`src/rtl/id_ex_reg.sv`:
```
// ID/EX pipeline register: captures decoded ID fields into EX with hold,
// bubble insertion and a saturating bubble counter.
// Optional feature macro: ID_EX_WB_BYPASS_EN enables the WB load bypass and
// the refresh of held operands from the same-cycle WB write.
module id_ex_reg (
  input  logic        clk,
  input  logic        rst,
  input  logic        stall,
  input  logic        flush,
  input  logic        id_valid,
  input  logic [31:0] id_pc,
  input  logic [31:0] id_rs1_data,
  input  logic [31:0] id_rs2_data,
  input  logic [31:0] id_imm,
  input  logic [4:0]  id_rs1_addr,
  input  logic [4:0]  id_rs2_addr,
  input  logic [4:0]  id_rd_addr,
  input  logic [3:0]  id_alu_op,
  input  logic        id_alu_src,
  input  logic        id_mem_read,
  input  logic        id_mem_write,
  input  logic        id_reg_write,
  input  logic        id_mem_to_reg,
  input  logic        id_branch,
  input  logic        id_jump,
  input  logic        wb_reg_write,
  input  logic [4:0]  wb_rd_addr,
  input  logic [31:0] wb_write_data,
  output logic        ex_valid,
  output logic [31:0] ex_pc,
  output logic [31:0] ex_rs1_data,
  output logic [31:0] ex_rs2_data,
  output logic [31:0] ex_imm,
  output logic [4:0]  ex_rs1_addr,
  output logic [4:0]  ex_rs2_addr,
  output logic [4:0]  ex_rd_addr,
  output logic [3:0]  ex_alu_op,
  output logic        ex_alu_src,
  output logic        ex_mem_read,
  output logic        ex_mem_write,
  output logic        ex_reg_write,
  output logic        ex_mem_to_reg,
  output logic        ex_branch,
  output logic        ex_jump,
  output logic [15:0] bubble_cnt
);

  localparam int unsigned XLEN   = 32;
  localparam int unsigned RADDRW = 5;
  localparam int unsigned OPW    = 4;
  localparam int unsigned CNTW   = 16;

  typedef struct packed {
    logic              valid;
    logic [XLEN-1:0]   pc;
    logic [XLEN-1:0]   rs1_data;
    logic [XLEN-1:0]   rs2_data;
    logic [XLEN-1:0]   imm;
    logic [RADDRW-1:0] rs1_addr;
    logic [RADDRW-1:0] rs2_addr;
    logic [RADDRW-1:0] rd_addr;
    logic [OPW-1:0]    alu_op;
    logic              alu_src;
    logic              mem_read;
    logic              mem_write;
    logic              reg_write;
    logic              mem_to_reg;
    logic              branch;
    logic              jump;
  } ex_fields_t;

  ex_fields_t        fields_q, fields_d;
  ex_fields_t        id_fields;
  logic [CNTW-1:0]   bubble_cnt_q, bubble_cnt_d;
  logic [XLEN-1:0]   ld_rs1_data, ld_rs2_data;
  logic [XLEN-1:0]   hold_rs1_data, hold_rs2_data;

  // Gather the ID-side fields into one payload
  always_comb begin
    id_fields            = '0;
    id_fields.valid      = id_valid;
    id_fields.pc         = id_pc;
    id_fields.rs1_data   = id_rs1_data;
    id_fields.rs2_data   = id_rs2_data;
    id_fields.imm        = id_imm;
    id_fields.rs1_addr   = id_rs1_addr;
    id_fields.rs2_addr   = id_rs2_addr;
    id_fields.rd_addr    = id_rd_addr;
    id_fields.alu_op     = id_alu_op;
    id_fields.alu_src    = id_alu_src;
    id_fields.mem_read   = id_mem_read;
    id_fields.mem_write  = id_mem_write;
    id_fields.reg_write  = id_reg_write;
    id_fields.mem_to_reg = id_mem_to_reg;
    id_fields.branch     = id_branch;
    id_fields.jump       = id_jump;
  end

`ifdef ID_EX_WB_BYPASS_EN
  logic wb_hit_c;
  assign wb_hit_c = wb_reg_write && (wb_rd_addr != RADDRW'(0));

  // Operand selection: WB value wins on an address match, x0 excluded
  always_comb begin
    ld_rs1_data   = id_rs1_data;
    ld_rs2_data   = id_rs2_data;
    hold_rs1_data = fields_q.rs1_data;
    hold_rs2_data = fields_q.rs2_data;
    if (wb_hit_c && (wb_rd_addr == id_rs1_addr)) ld_rs1_data = wb_write_data;
    if (wb_hit_c && (wb_rd_addr == id_rs2_addr)) ld_rs2_data = wb_write_data;
    if (fields_q.valid && wb_hit_c && (wb_rd_addr == fields_q.rs1_addr))
      hold_rs1_data = wb_write_data;
    if (fields_q.valid && wb_hit_c && (wb_rd_addr == fields_q.rs2_addr))
      hold_rs2_data = wb_write_data;
  end
`else
  logic unused_wb;
  assign unused_wb = ^{wb_reg_write, wb_rd_addr, wb_write_data};

  // Operand selection: register-file read data passes through unmodified
  always_comb begin
    ld_rs1_data   = id_rs1_data;
    ld_rs2_data   = id_rs2_data;
    hold_rs1_data = fields_q.rs1_data;
    hold_rs2_data = fields_q.rs2_data;
  end
`endif

  // Next-state: flush beats stall beats load; bubbles counted with saturation
  always_comb begin
    fields_d     = fields_q;
    bubble_cnt_d = bubble_cnt_q;
    if (flush) begin
      fields_d = '0;
      if (bubble_cnt_q != {CNTW{1'b1}}) bubble_cnt_d = bubble_cnt_q + CNTW'(1);
    end else if (stall) begin
      fields_d.rs1_data = hold_rs1_data;
      fields_d.rs2_data = hold_rs2_data;
    end else begin
      fields_d          = id_fields;
      fields_d.rs1_data = ld_rs1_data;
      fields_d.rs2_data = ld_rs2_data;
    end
  end

  // Pipeline register and bubble counter; reset loads a bubble
  always_ff @(posedge clk or posedge rst) begin
    if (rst) begin
      fields_q     <= '0;
      bubble_cnt_q <= '0;
    end else begin
      fields_q     <= fields_d;
      bubble_cnt_q <= bubble_cnt_d;
    end
  end

  assign ex_valid      = fields_q.valid;
  assign ex_pc         = fields_q.pc;
  assign ex_rs1_data   = fields_q.rs1_data;
  assign ex_rs2_data   = fields_q.rs2_data;
  assign ex_imm        = fields_q.imm;
  assign ex_rs1_addr   = fields_q.rs1_addr;
  assign ex_rs2_addr   = fields_q.rs2_addr;
  assign ex_rd_addr    = fields_q.rd_addr;
  assign ex_alu_op     = fields_q.alu_op;
  assign ex_alu_src    = fields_q.alu_src;
  assign ex_mem_read   = fields_q.mem_read;
  assign ex_mem_write  = fields_q.mem_write;
  assign ex_reg_write  = fields_q.reg_write;
  assign ex_mem_to_reg = fields_q.mem_to_reg;
  assign ex_branch     = fields_q.branch;
  assign ex_jump       = fields_q.jump;
  assign bubble_cnt    = bubble_cnt_q;

endmodule

```
`config.mk`:
```
export PLATFORM = sky130hd
export DESIGN_NAME = id_ex_reg
export DESIGN_NICKNAME = d
export VERILOG_FILES = /design/src/rtl/id_ex_reg.sv
export SDC_FILE = /design/constraint.sdc
export NUM_CORES = 1
export LEC_CHECK = 0
export CELL_PAD_IN_SITES_DETAIL_PLACEMENT = 1
export CELL_PAD_IN_SITES_GLOBAL_PLACEMENT = 2
export CORE_MARGIN = 4
export CORE_UTILIZATION = 23
export DETAILED_ROUTE_END_ITERATION = 10
export GPL_TIMING_DRIVEN = 0
export PLACE_DENSITY_LB_ADDON = 0.08
export SKIP_CTS_REPAIR_TIMING = 1
export SYNTH_ARGS = -nofsm -noshare
export SYNTH_HDL_FRONTEND = slang
export SYNTH_SLANG_ARGS = --single-unit
```
`constraint.sdc`:
```
create_clock -name clk -period 7.3 [get_ports clk]
set_clock_uncertainty 0.2 [all_clocks]
set_input_delay 1.46 -clock clk [delete_from_list [all_inputs] [get_ports clk]]
set_output_delay 1.46 -clock clk [all_outputs]
set_load 0.03 [all_outputs]
```
==> run summary <==
Io pins: 368
Critical path peak fanout: 7
Initial core utilization: 0.234
Largest net degree at the start of global routing: 123
WP buf/inv: 1
Critical path's top delay family: buffers and inverters
Unique masters post-synth: 29
Area Overhead vs Synth: 62.9%
RSZ-0062 raised after global routing: false
Die height: 182 um
Nets: 1119
Clock Latency Late Sink: 430 ps
First-pass GRT wire length: 38200 um
Clk pin slew, worst setup/hold paths: 70 ps
Routed WL: 24600 um
Least-Margin Pin Slew: 771 ps
First-pass detailed-route iteration total: 4
Worst Slack Setup Final: 3960 ps
Core ar.: 29800 um2
Post-layout min period: 3340 ps
Clock Path Buffers: 2
Cells after DPL: 1292
CTS H-tree depth: 4
Antenna Cells: 0
Antenna Nets Post-Route: 0
Final setup viols: 0
Worst Setup Path Type: register to output pin
Gpl congestion: 0.784
Drc violations: 0
VDD IR max: 203 uV
Seq/Total Area, Yosys: 0.614
# rows: 63
Hold Vio Cnt, Final: 0
Post-place setup slack: 3620 ps
Clock Sinks: 171
Slew Limit Fails: 0
Fmax: 0.300 GHz
Synthesized area: 6970 um2
Grt ovf: 0
Syn avg cell area: 12.2 um2
Cell Chain, Critical Path: clkdlybuf4s50_1
CTS buffer count: 17
CP Capture Type: output pin
Synthesis-stage register bit count: 171
Post-Syn Nets: 771
Hpwl dp: 18800 um
Fraction of layout cells with a size suffix above 1: 0.0589
Min-Delay Path Class: register to register
TritonCTS clock tree: built
Initial antenna violation count: 1
Leakage: 5.24 nW
Fillers: 3241
CTS root buf: clkbuf_16
CP peak stage delay: 730 ps
Fin crit share: 0.457
Critical Path AT: 1680 ps
I/O Buffers: 328
CP startpoint kind: register
Die ar.: 33200 um2
Crit-path slowest cell: clkdlybuf4s50_1
Outcome: complete, no violations
Post-DR wirelength/cell: 18.6 um
Max-cap viol count: 0
Ys Warns: 0
Via density: 4.22
Initial DRC count: 146
Number of global-route vias before repair: 6450
Total track usage: 0.147
Synthesized instance count: 573
Worst Path Required: 5640 ps
Rel. slew slack: 0.486
Die width: 182 um
P per Cell Area: 225 nW/um2
Vias: 5584
Final Non-Filler Cells: 1324
==> cell type report <==
cell class | instances | area, um2 | area share
buffer | 34 | 146 | 0.0129
clock buffer | 20 | 447 | 0.0393
clock inverter | 12 | 131 | 0.0116
inverter | 4 | 22.5 | 0.00198
multi-input combinational | 364 | 2530 | 0.223
sequential | 171 | 4280 | 0.377
tap | 390 | 488 | 0.0430
timing repair buffer | 329 | 3310 | 0.292
==> synthesized netlist by cell type <==
| cell | number | share of area |
|---|---|---|
| a21boi_0 | 1 | 0.0011 |
| nand4_1 | 5 | 0.0045 |
| or3_4 | 1 | 0.0016 |
| nand4_2 | 1 | 0.0018 |
| nand3_1 | 3 | 0.0022 |
| or3_1 | 1 | 0.00090 |
| nor4_1 | 3 | 0.0027 |
| mux2i_1 | 155 | 0.22 |
| o21ai_0 | 2 | 0.0014 |
| mux2_2 | 3 | 0.0048 |
| o21ai_2 | 1 | 0.0013 |
| nor3_1 | 5 | 0.0036 |
| clkbuf_1 | 12 | 0.0065 |
| nand2_1 | 5 | 0.0027 |
| mux2_1 | 1 | 0.0016 |
| buf_1 | 7 | 0.0038 |
| o41ai_4 | 1 | 0.0039 |
| or2_1 | 1 | 0.00090 |
| inv_1 | 4 | 0.0022 |
| dfrtp_1 | 171 | 0.61 |
| buf_2 | 15 | 0.011 |
| a21oi_1 | 1 | 0.00072 |
| xor2_1 | 7 | 0.0088 |
| xnor2_1 | 3 | 0.0038 |
| nor2_1 | 160 | 0.086 |
| a2111oi_2 | 1 | 0.0022 |
| nor3b_1 | 1 | 0.0011 |
| ha_1 | 1 | 0.0018 |
| and2_1 | 1 | 0.00090 |
==> stage by stage <==
step	total power, mW	util	hold WS, ps	cell area (um2)	TNS (ps)
floorplan	1.38	-	465	6970	0
finish	2.56	0.381	301	11400	0
global route	2.69	0.381	322	11400	0
CTS	2.62	0.381	308	11400	0
global placement	1.66	0.361	296	10700	-263550
detailed placement	1.68	0.362	297	10800	0
==> where the power goes <==
| group | internal [mW] | switching, mW | leakage (nW) |
|---|---|---|---|
| clock | 0.491 | 0.412 | 0.277 |
| combinational | 0.268 | 0.310 | 2.71 |
| sequential | 1.02 | 0.0612 | 2.26 |
==> cell usage in the layout, fill, tap and decap left out, types with 4 or more instances in the layout <==
cell / n
inv_8: 4
nor2_1: 160
mux2i_1: 155
nor3_1: 5
clkbuf_16: 17
nand4_1: 5
clkbuf_1: 14
clkinv_4: 4
buf_2: 15
buf_1: 7
clkdlybuf4s50_1: 328
dfrtp_1: 171
xor2_1: 7
nand2_1: 5
==> logic make-up after synthesis <==
| logic type | share of synthesized area |
|---|---|
| DFF | 0.614 |
| xor gates and xnor gates | 0.0126 |
| muxes | 0.229 |
| buffers and inverters | 0.0232 |
| and+or+nand+nor | 0.109 |
| AOI/OAI and AO/OA | 0.0106 |
| adders and majority gates | 0.00179 |
==> metal layers <==
layer / track usage / vias up / part of all wire
li1: - / 2616 / -
met1: 0.175 / 2779 / 0.41
met5: 0 / - / 0.00049
met2: 0.261 / 172 / 0.52
met4: 0.0351 / 2 / 0.0084
met3: 0.0437 / 15 / 0.064
==> final timing paths <==
path	startpoint	to	slack, ps	cells past startpoint
worst max-delay path	bubble_cnt[7]$_DFFE_PP0P_	bubble_cnt[7]	3960	1
worst min-delay path	bubble_cnt[15]$_DFFE_PP0P_	bubble_cnt[15]$_DFFE_PP0P_	300	1
worst max register to register	bubble_cnt[7]$_DFFE_PP0P_	bubble_cnt[1]$_DFFE_PP0P_	5200	4
worst min register to register	bubble_cnt[15]$_DFFE_PP0P_	bubble_cnt[15]$_DFFE_PP0P_	300	1
max in group asynchronous	rst	ex_rs1_data[25]$_DFFE_PP0P_	4730	3
min in group asynchronous	rst	ex_rs2_data[23]$_DFFE_PP0P_	1230	2
==> worst reg2reg max path: cells and delay by family (launching register included) <==
family,cells,cell delay [ps]
and+or+nand+nor,2,750
muxes,1,350
AOI/OAI and AO/OA,1,170
DFF,1,520
No activity file was read; power rests on OpenSTA's default activity.
